===== config.mk =====
export PLATFORM = sky130hd
export DESIGN_NAME = cdb_arbiter
export DESIGN_NICKNAME = d
export VERILOG_FILES = /design/src/rtl/cdb_arbiter_pkg.sv /design/src/rtl/rr_select.sv /design/src/rtl/cdb_arbiter.sv
export SDC_FILE = /design/constraint.sdc
export NUM_CORES = 1
export LEC_CHECK = 0
export ABC_AREA = 0
export CAP_MARGIN = 20
export CORE_AREA = 5 5 123 125
export CTS_CLUSTER_SIZE = 24
export DETAILED_ROUTE_END_ITERATION = 7
export DIE_AREA = 0 0 128 130
export PLACE_DENSITY = 0.85
export SLEW_MARGIN = 20
export SYNTH_ARGS = -nofsm -noshare
export SYNTH_HDL_FRONTEND = slang
export SYNTH_HIERARCHICAL = 1
export SYNTH_SLANG_ARGS = --single-unit

===== constraint.sdc =====
create_clock -name clock -period 7.16 [get_ports clock]
set_clock_uncertainty 0.05 [all_clocks]
set_input_delay 0.716 -clock clock [delete_from_list [all_inputs] [get_ports clock]]
set_output_delay 0.716 -clock clock [all_outputs]
set_load 0.005 [all_outputs]

===== src/rtl/cdb_arbiter_pkg.sv =====
// Shared CDB types: per-FU result packets, squash, broadcast and ack vectors.
package cdb_arbiter_pkg;

    localparam int unsigned NUM_FU_DEFAULT = 6;
    localparam int unsigned XLEN           = 32;
    localparam int unsigned ROB_TAG_W      = 5;
    localparam int unsigned FU_IDX_W       = $clog2(NUM_FU_DEFAULT + 1);

    typedef struct packed {
        logic                 done;
        logic [ROB_TAG_W-1:0] rob_tag;
        logic [XLEN-1:0]      result;
    } fu_out_packet_t;

    // Entry 0 exists only so FU indices run 1..NUM_FU; it is never a requester.
    typedef struct packed {
        fu_out_packet_t [NUM_FU_DEFAULT:0] fu_out_packets;
    } ex_cdb_packet_t;

    typedef struct packed {
        logic                 squash_valid;
        logic [ROB_TAG_W-1:0] rob_tag;
    } squash_packet_t;

    typedef struct packed {
        logic                 valid;
        logic [ROB_TAG_W-1:0] rob_tag;
        logic [XLEN-1:0]      value;
        logic [FU_IDX_W-1:0]  fu_idx;
    } cdb_packet_t;

    typedef struct packed {
        logic [NUM_FU_DEFAULT:0] ack;
    } cdb_ex_packet_t;

    // Pointer value following a grant to FU g: g+1, wrapping NUM_FU back to 1.
    function automatic logic [FU_IDX_W-1:0] rr_next_ptr(input logic [FU_IDX_W-1:0] g,
                                                        input int unsigned         num_fu);
        if (int'(g) == int'(num_fu)) begin
            return FU_IDX_W'(1);
        end
        return g + FU_IDX_W'(1);
    endfunction

endpackage


===== src/rtl/rr_select.sv =====
// Combinational round-robin picker over requesters 1..NUM_FU starting at ptr_i.
module rr_select #(
    parameter int unsigned NUM_FU = 6,
    parameter int unsigned IDX_W  = $clog2(NUM_FU + 1)
) (
    input  logic [NUM_FU:0]  req_i,
    input  logic [IDX_W-1:0] ptr_i,
    output logic [NUM_FU:0]  grant_o,
    output logic [IDX_W-1:0] gnt_idx_o,
    output logic             gnt_valid_o
);

    localparam int unsigned SUM_W = IDX_W + 1;

    logic [SUM_W-1:0] sum;
    logic [IDX_W-1:0] cand;

    // Scan NUM_FU slots upward from ptr_i, wrapping NUM_FU -> 1; first requester wins.
    always_comb begin
        grant_o     = '0;
        gnt_idx_o   = '0;
        gnt_valid_o = 1'b0;
        sum         = '0;
        cand        = '0;
        for (int unsigned k = 0; k < NUM_FU; k++) begin
            sum = {1'b0, ptr_i} + SUM_W'(k);
            if (sum > SUM_W'(NUM_FU)) begin
                sum = sum - SUM_W'(NUM_FU);
            end
            cand = sum[IDX_W-1:0];
            if (!gnt_valid_o && req_i[cand]) begin
                gnt_valid_o = 1'b1;
                gnt_idx_o   = cand;
            end
        end
        if (gnt_valid_o) begin
            grant_o[gnt_idx_o] = 1'b1;
        end
    end

endmodule


===== src/rtl/cdb_arbiter.sv =====
// Common data bus arbiter: round-robin grant among finished FUs, one registered
// broadcast per cycle, squash flushes the bus and rewinds the pointer.
module cdb_arbiter
    import cdb_arbiter_pkg::*;
#(
    // Packet widths follow NUM_FU_DEFAULT; keep this equal to it.
    parameter int unsigned NUM_FU = NUM_FU_DEFAULT
) (
    input  logic           clock,
    input  logic           reset,
    input  ex_cdb_packet_t ex_cdb_packet,
    input  squash_packet_t squash_packet,
    output cdb_packet_t    cdb_packet,
    output cdb_ex_packet_t cdb_ex_packet
);

    localparam int unsigned IDX_W = FU_IDX_W;

    logic [NUM_FU:0]  req;
    logic [NUM_FU:0]  grant;
    logic [NUM_FU:0]  ack;
    logic [IDX_W-1:0] gnt_idx;
    logic             gnt_valid;
    logic             blocked;
    fu_out_packet_t   gnt_pkt;

    logic [IDX_W-1:0] ptr_q, ptr_d;
    cdb_packet_t      cdb_q, cdb_d;
    logic [31:0]      grant_cnt_q, grant_cnt_d;

    assign req[0] = 1'b0;
    for (genvar i = 1; i <= NUM_FU; i++) begin : g_req
        assign req[i] = ex_cdb_packet.fu_out_packets[i].done;
    end

    rr_select #(
        .NUM_FU (NUM_FU),
        .IDX_W  (IDX_W)
    ) u_rr_select (
        .req_i       (req),
        .ptr_i       (ptr_q),
        .grant_o     (grant),
        .gnt_idx_o   (gnt_idx),
        .gnt_valid_o (gnt_valid)
    );

    // Squash outranks every requester, including the one raising the squash.
    assign blocked           = reset | squash_packet.squash_valid;
    assign ack               = blocked ? '0 : grant;
    assign cdb_ex_packet.ack = ack;
    assign gnt_pkt           = ex_cdb_packet.fu_out_packets[gnt_idx];
    assign cdb_packet        = cdb_q;

    // Next-state: latch the granted result, advance the pointer, count grants.
    always_comb begin
        cdb_d       = '0;
        ptr_d       = ptr_q;
        grant_cnt_d = grant_cnt_q;
        if (squash_packet.squash_valid) begin
            ptr_d = IDX_W'(1);
        end else if (gnt_valid) begin
            cdb_d.valid   = 1'b1;
            cdb_d.rob_tag = gnt_pkt.rob_tag;
            cdb_d.value   = gnt_pkt.result;
            cdb_d.fu_idx  = gnt_idx;
            ptr_d         = rr_next_ptr(gnt_idx, NUM_FU);
            grant_cnt_d   = grant_cnt_q + 32'd1;
        end
    end

    // State registers with synchronous reset; reset drops any pending broadcast.
    always_ff @(posedge clock) begin
        if (reset) begin
            cdb_q       <= '0;
            ptr_q       <= IDX_W'(1);
            grant_cnt_q <= '0;
        end else begin
            cdb_q       <= cdb_d;
            ptr_q       <= ptr_d;
            grant_cnt_q <= grant_cnt_d;
        end
    end

    // Squash tag and FU slot 0 carry no meaning for arbitration.
    logic unused_inputs;
    assign unused_inputs = ^{squash_packet.rob_tag, ex_cdb_packet.fu_out_packets[0]};

endmodule

Word-level counts from Yosys, hierarchy flattened
Cells that the tools add are included.

$add $sub $neg: 12. Multipliers: 0. Divide/modulo/power cells: 0. $lt $le $gt $ge: 14. Eq/ne operators: 1. Shift-type cells: 0. Mux-type cells: 42. Bitwise logic cells: 2. Reduce and logical (&&, ||, !) cells: 13.

Operator list (number): 38-bit binary-select mux with 3-bit select (1); 3-bit 2-to-1 mux (14); 41-bit 2-to-1 mux (1); 37-bit 2-to-1 mux (1); 3-bit by 4-bit less-than comparator with 1-bit output (second input constant) (7); 4-bit by 3-bit > comparator with 1-bit output (second input constant) (5); 1-bit binary-select mux with 3-bit select (6); 3-bit subtractor (second input constant) (6); 1-bit 2-to-1 mux (16); 7-bit 2-to-1 mux (2); 3-bit by 2-bit adder with 4-bit output (second input constant) (2); 3-bit by 3-bit adder with 4-bit output (second input constant) (2); 1-bit logical AND (6); 1-bit zero test (5); 3-bit by 1-bit adder with 4-bit output (second input constant) (1); 3-bit by 1-bit adder with 3-bit output (second input constant) (1); 1-bit demux with 3-bit select (1); 3-bit by 2-bit equality test with 1-bit output (second input constant) (1); 3-bit by 1-bit >= comparator with 1-bit output (second input constant) (1); 3-bit > comparator (second input constant) (1); 3-bit OR reduction (1); 2-bit OR reduction (1); 1-bit NOT (1); 1-bit OR (1).

Flip-flop bits (word level): 44. Bits in latches: 0. Bits in writable memories: 0. Memory bits (read-only): 0. Input bits: 274. Output and inout bits: 48. Logic and storage cells: 89. Memories kept: 0.

Depth between registers and ports, before layout
Depth after elaboration: 26. Gate-level depth with buffers: 18. Mapped depth without buffers: 12.

Cells and area by module
Netlist, hierarchy kept.

By module, submodules not included: cdb_arbiter (times used 1, cells each 287, area each 3264.4 µm², seq. area each 880.8 µm²); rr_select (times used 1, cells each 144, area each 1081.0 µm², seq. area each 0.0 µm²).

Worst setup path before layout
Ideal clock, no wire load.

Path kind: reg-to-output. Start: reg ptr_q[1]. End: out cdb_ex_packet[2] in the netlist's numbering. Arrival: 3.427 ns. Required time: 6.394 ns. Path slack: 2.967 ns. Stages on the path, launching flop included: 14. Path buffers: 2. Cell sequence: dfxtp_1 clkbuf_1 inv_1 ha_1 clkbuf_1 inv_1 nor4_1 or4_4 or2_4 mux2_4 a221o_1 a32o_2 nor3b_2 and2_1.

RTL lines: from (decl) (line cdb_arbiter.sv:27) `logic [IDX_W-1:0] ptr_q, ptr_d;`; from (signal assigned) (line cdb_arbiter.sv:79) `ptr_q <= ptr_d;`; to (decl) (line cdb_arbiter.sv:14) `output cdb_ex_packet_t cdb_ex_packet`.

==> results by group <==
STA
  • Endpoints failing hold: 0
  • Final Cycle Share: 85.3%
  • Max-slew violation count: 0
  • Fmax: 0.164 GHz
  • Setup violations, final: 0
  • Fin Hold WS: 0.724 ns
  • RSZ-0062 raised after global routing: no
  • Slew @ Worst Pin: 1.08 ns
  • Post-route minimum period: 6.11 ns
  • Setup TNS: 0 ns
  • Rel. slew slack: 27.9%

Critical path
  • Critical-path maximum fanout: 41
  • Critical Path AT: 5.34 ns
  • Reg2Reg Setup Slack: 1.74 ns
  • Worst R2R Path Depth: 11
  • Worst path required time: 6.39 ns
  • Reg-to-reg endpoint: cdb_packet[34]
  • Crit. End Element: output pin
  • Worst Setup Start Kind: flip-flop
  • R2R Path Start: ptr_q[1]
  • WS Path Type: reg -> out
  • Crit path from: ptr_q[1]
  • Worst setup path endpoint: cdb_ex_packet[2]

Global route
  • First-pass GRT wire length: 27800 um
  • Antenna violations before repair: 2
  • Pin count of the biggest net entering global routing: 56
  • Vias in the first global route: 5026
  • GRT Residual Overflow: 0
  • GRT Util Overall: 22.0%

Route
  • Post-DRT Antenna Nets: 0
  • DRC: 0
  • DRT Wirelength: 20000 um
  • Post-DR wirelength/cell: 22.1 um
  • TritonRoute pass-1 iters: 5
  • Initial DRC count: 371
  • Post-DR vias/cell: 5.43
  • Via count: 4905

Logic synthesis
  • Area contributors post-synth: dfxtp_1, mux4_1, mux2i_1, a2bb2oi_1, mux4_2
  • Post-synthesis sequential area ratio: 20.3%
  • Adder-cell share of the synthesized area: 2.48%
  • Mean Syn Cell Area: 10.1 um2
  • Synthesized flop and latch total: 44
  • Yosys warnings: 6
  • Synth Area in Simple Gates: 9.21%
  • Mapped Cells: 431
  • Unique cell type count in the Yosys netlist: 65
  • Most used DFF post-synth: dfxtp_1
  • Largest family of logic cells by synthesized area: multiplexers
  • Share of flip-flops with an asynchronous set or reset: 0%
  • Post-synthesis mux area share: 35.1%
  • Synth Area in Compound Gates: 21.2%
  • Synthesized area: 4350 um2
  • Synth area leader: dfxtp_1
  • Post-Synth XOR/XNOR Area: 1.99%
  • Share of the synthesized area in the top cell type: 20.3%
  • Post-synth EDFFs: 0

Floorplanning
  • Die height: 130 um
  • Die area: 16600 um2
  • Core Area: 13800 um2
  • Io pins: 322
  • Die Span X: 128 um
  • Initial Utilization: 31.5%
  • Row count: 43

Run
  • Max Cap Viol: 0

Clocking
  • Root buffer cell: clkbuf_16
  • Post-cts sizing count: 0
  • Clock Sinks: 44
  • Clk_lat worst skew: 0.30 ns
  • Longest Clk Path Bufs: 2
  • TritonCTS Buffers: 5
  • CTS tree: done
  • H-tree levels: 2
  • Post-CTS Setup Bufs: 0
  • # hold bufs at CTS: 0
  • Clock transition at path regs: 0.07 ns

Cells and area
  • Most frequent cells in the layout: clkdlybuf4s50_1, mux2i_1, inv_1, dfxtp_1, o22ai_1
  • Layout Nets: 1004
  • Post-route cell area: 7710 um2
  • Area Growth Syn to Fin: 77.5%
  • Commonest non-fill, non-tap cell in the layout: clkdlybuf4s50_1
  • Share of cells above drive strength 1: 6.50%
  • Total inserted antenna cells: 0
  • Fill cell count: 1194

Pwr
  • Peak supply drop: 0.358 mV
  • Leakage power: 3.12 nW
  • Pwr dens: 368 nW/um2

Placement
  • Post-DP HPWL: 15800 um
  • Placed Area: 7550 um2
  • Placer Congestion: 0.906
  • Port bufs: 315

Min path
  • Worst hold-check path type: reg -> reg

Outcome
  • Outcome: completed
per-stage QoR:
step                utilization [%]  power, mW  setup slack [ns]  instances
detailed placement             54.8       2.57              1.48        895
CTS                            56.0       2.85              1.12        903
floorplan                         -       2.04              2.97        434
global placement               54.8       2.52              1.57        895
finish                         56.0       2.84              1.05        903
global route                   56.0       3.04             0.762        903
logic make-up after synthesis:
logic type,after synthesis
adder cells (fa/ha/maj),8
other,1
AO/OA/AOI/OAI,120
AND/OR/NAND/NOR,70
multiplexers,94
buffers and inverters,85
flip-flops,44
XOR/XNOR,9
cells in the mapped netlist, types with 3 or more instances:
library cell  count
mux4_1           26
ha_1              7
nor3_1            5
inv_1            45
o211ai_1          3
nor2_1           10
nor4_1            3
a21oi_1           6
nand2_1          15
mux4_2           12
nor3b_1           4
buf_4             5
buf_2            16
a211oi_1          3
xnor2_1           7
and2_1           11
mux2i_1          50
buf_6             6
o22ai_1          38
dfxtp_1          44
clkbuf_1         12
a2bb2oi_1        37
and3_1            3
mux2_2            5
o21ai_0           8
nand3_1           5
worst max-delay path: stages, from the launching register on:
cell,delay (ns)
dfxtp_1,0.83
inv_1,0.41
ha_1,0.52
inv_1,0.20
nor4_1,0.08
or4_4,0.55
or2_4,0.26
nor3_2,0.36
a21oi_1,0.18
o21ai_4,0.20
buf_4,0.50
nor3b_2,0.26
and2_1,0.16
clkdlybuf4s50_1,0.51
layout make-up:
type | count | area, um2 | share of cell area, %
clock inverter | 2 | 35.0 | 0.454
clock buffer | 6 | 129 | 1.67
sequential | 44 | 881 | 11.4
tap | 180 | 225 | 2.92
timing repair buffer | 321 | 3200 | 41.5
multi-input combinational | 305 | 3080 | 39.9
inverter | 45 | 170 | 2.21
flip-flops by register name (all words and copies together), names as in the netlist:
name        flops
ptr_q           3
cdb_packet     41
layer usage:
layer | up-vias | track usage (%) | share of wire [%]
met5 | - | 0 | 0.14
met4 | 4 | 8.61 | 3.7
met3 | 54 | 8.76 | 11
met2 | 305 | 38.1 | 49
met1 | 2283 | 24.2 | 36
li1 | 2259 | - | -
worst min path at each step:
stage / from / slack [ns] / cells after the start / end
global route: ptr_q[0] / 0.80 / 3 / ptr_q[0]
floorplan: ptr_q[1] / 0.49 / 2 / ptr_q[1]
detailed placement: ptr_q[0] / 0.71 / 3 / ptr_q[0]
CTS: ptr_q[0] / 0.72 / 3 / ptr_q[0]
global placement: ptr_q[0] / 0.70 / 3 / ptr_q[0]
finish: ptr_q[0] / 0.72 / 3 / ptr_q[0]
where the power goes:
group | internal, mW | switching (mW) | total (mW)
logic | 1.16 | 1.08 | 2.24
clock network | 0.165 | 0.108 | 0.273
registers | 0.304 | 0.0264 | 0.330
(Power assumes the default switching activity.)
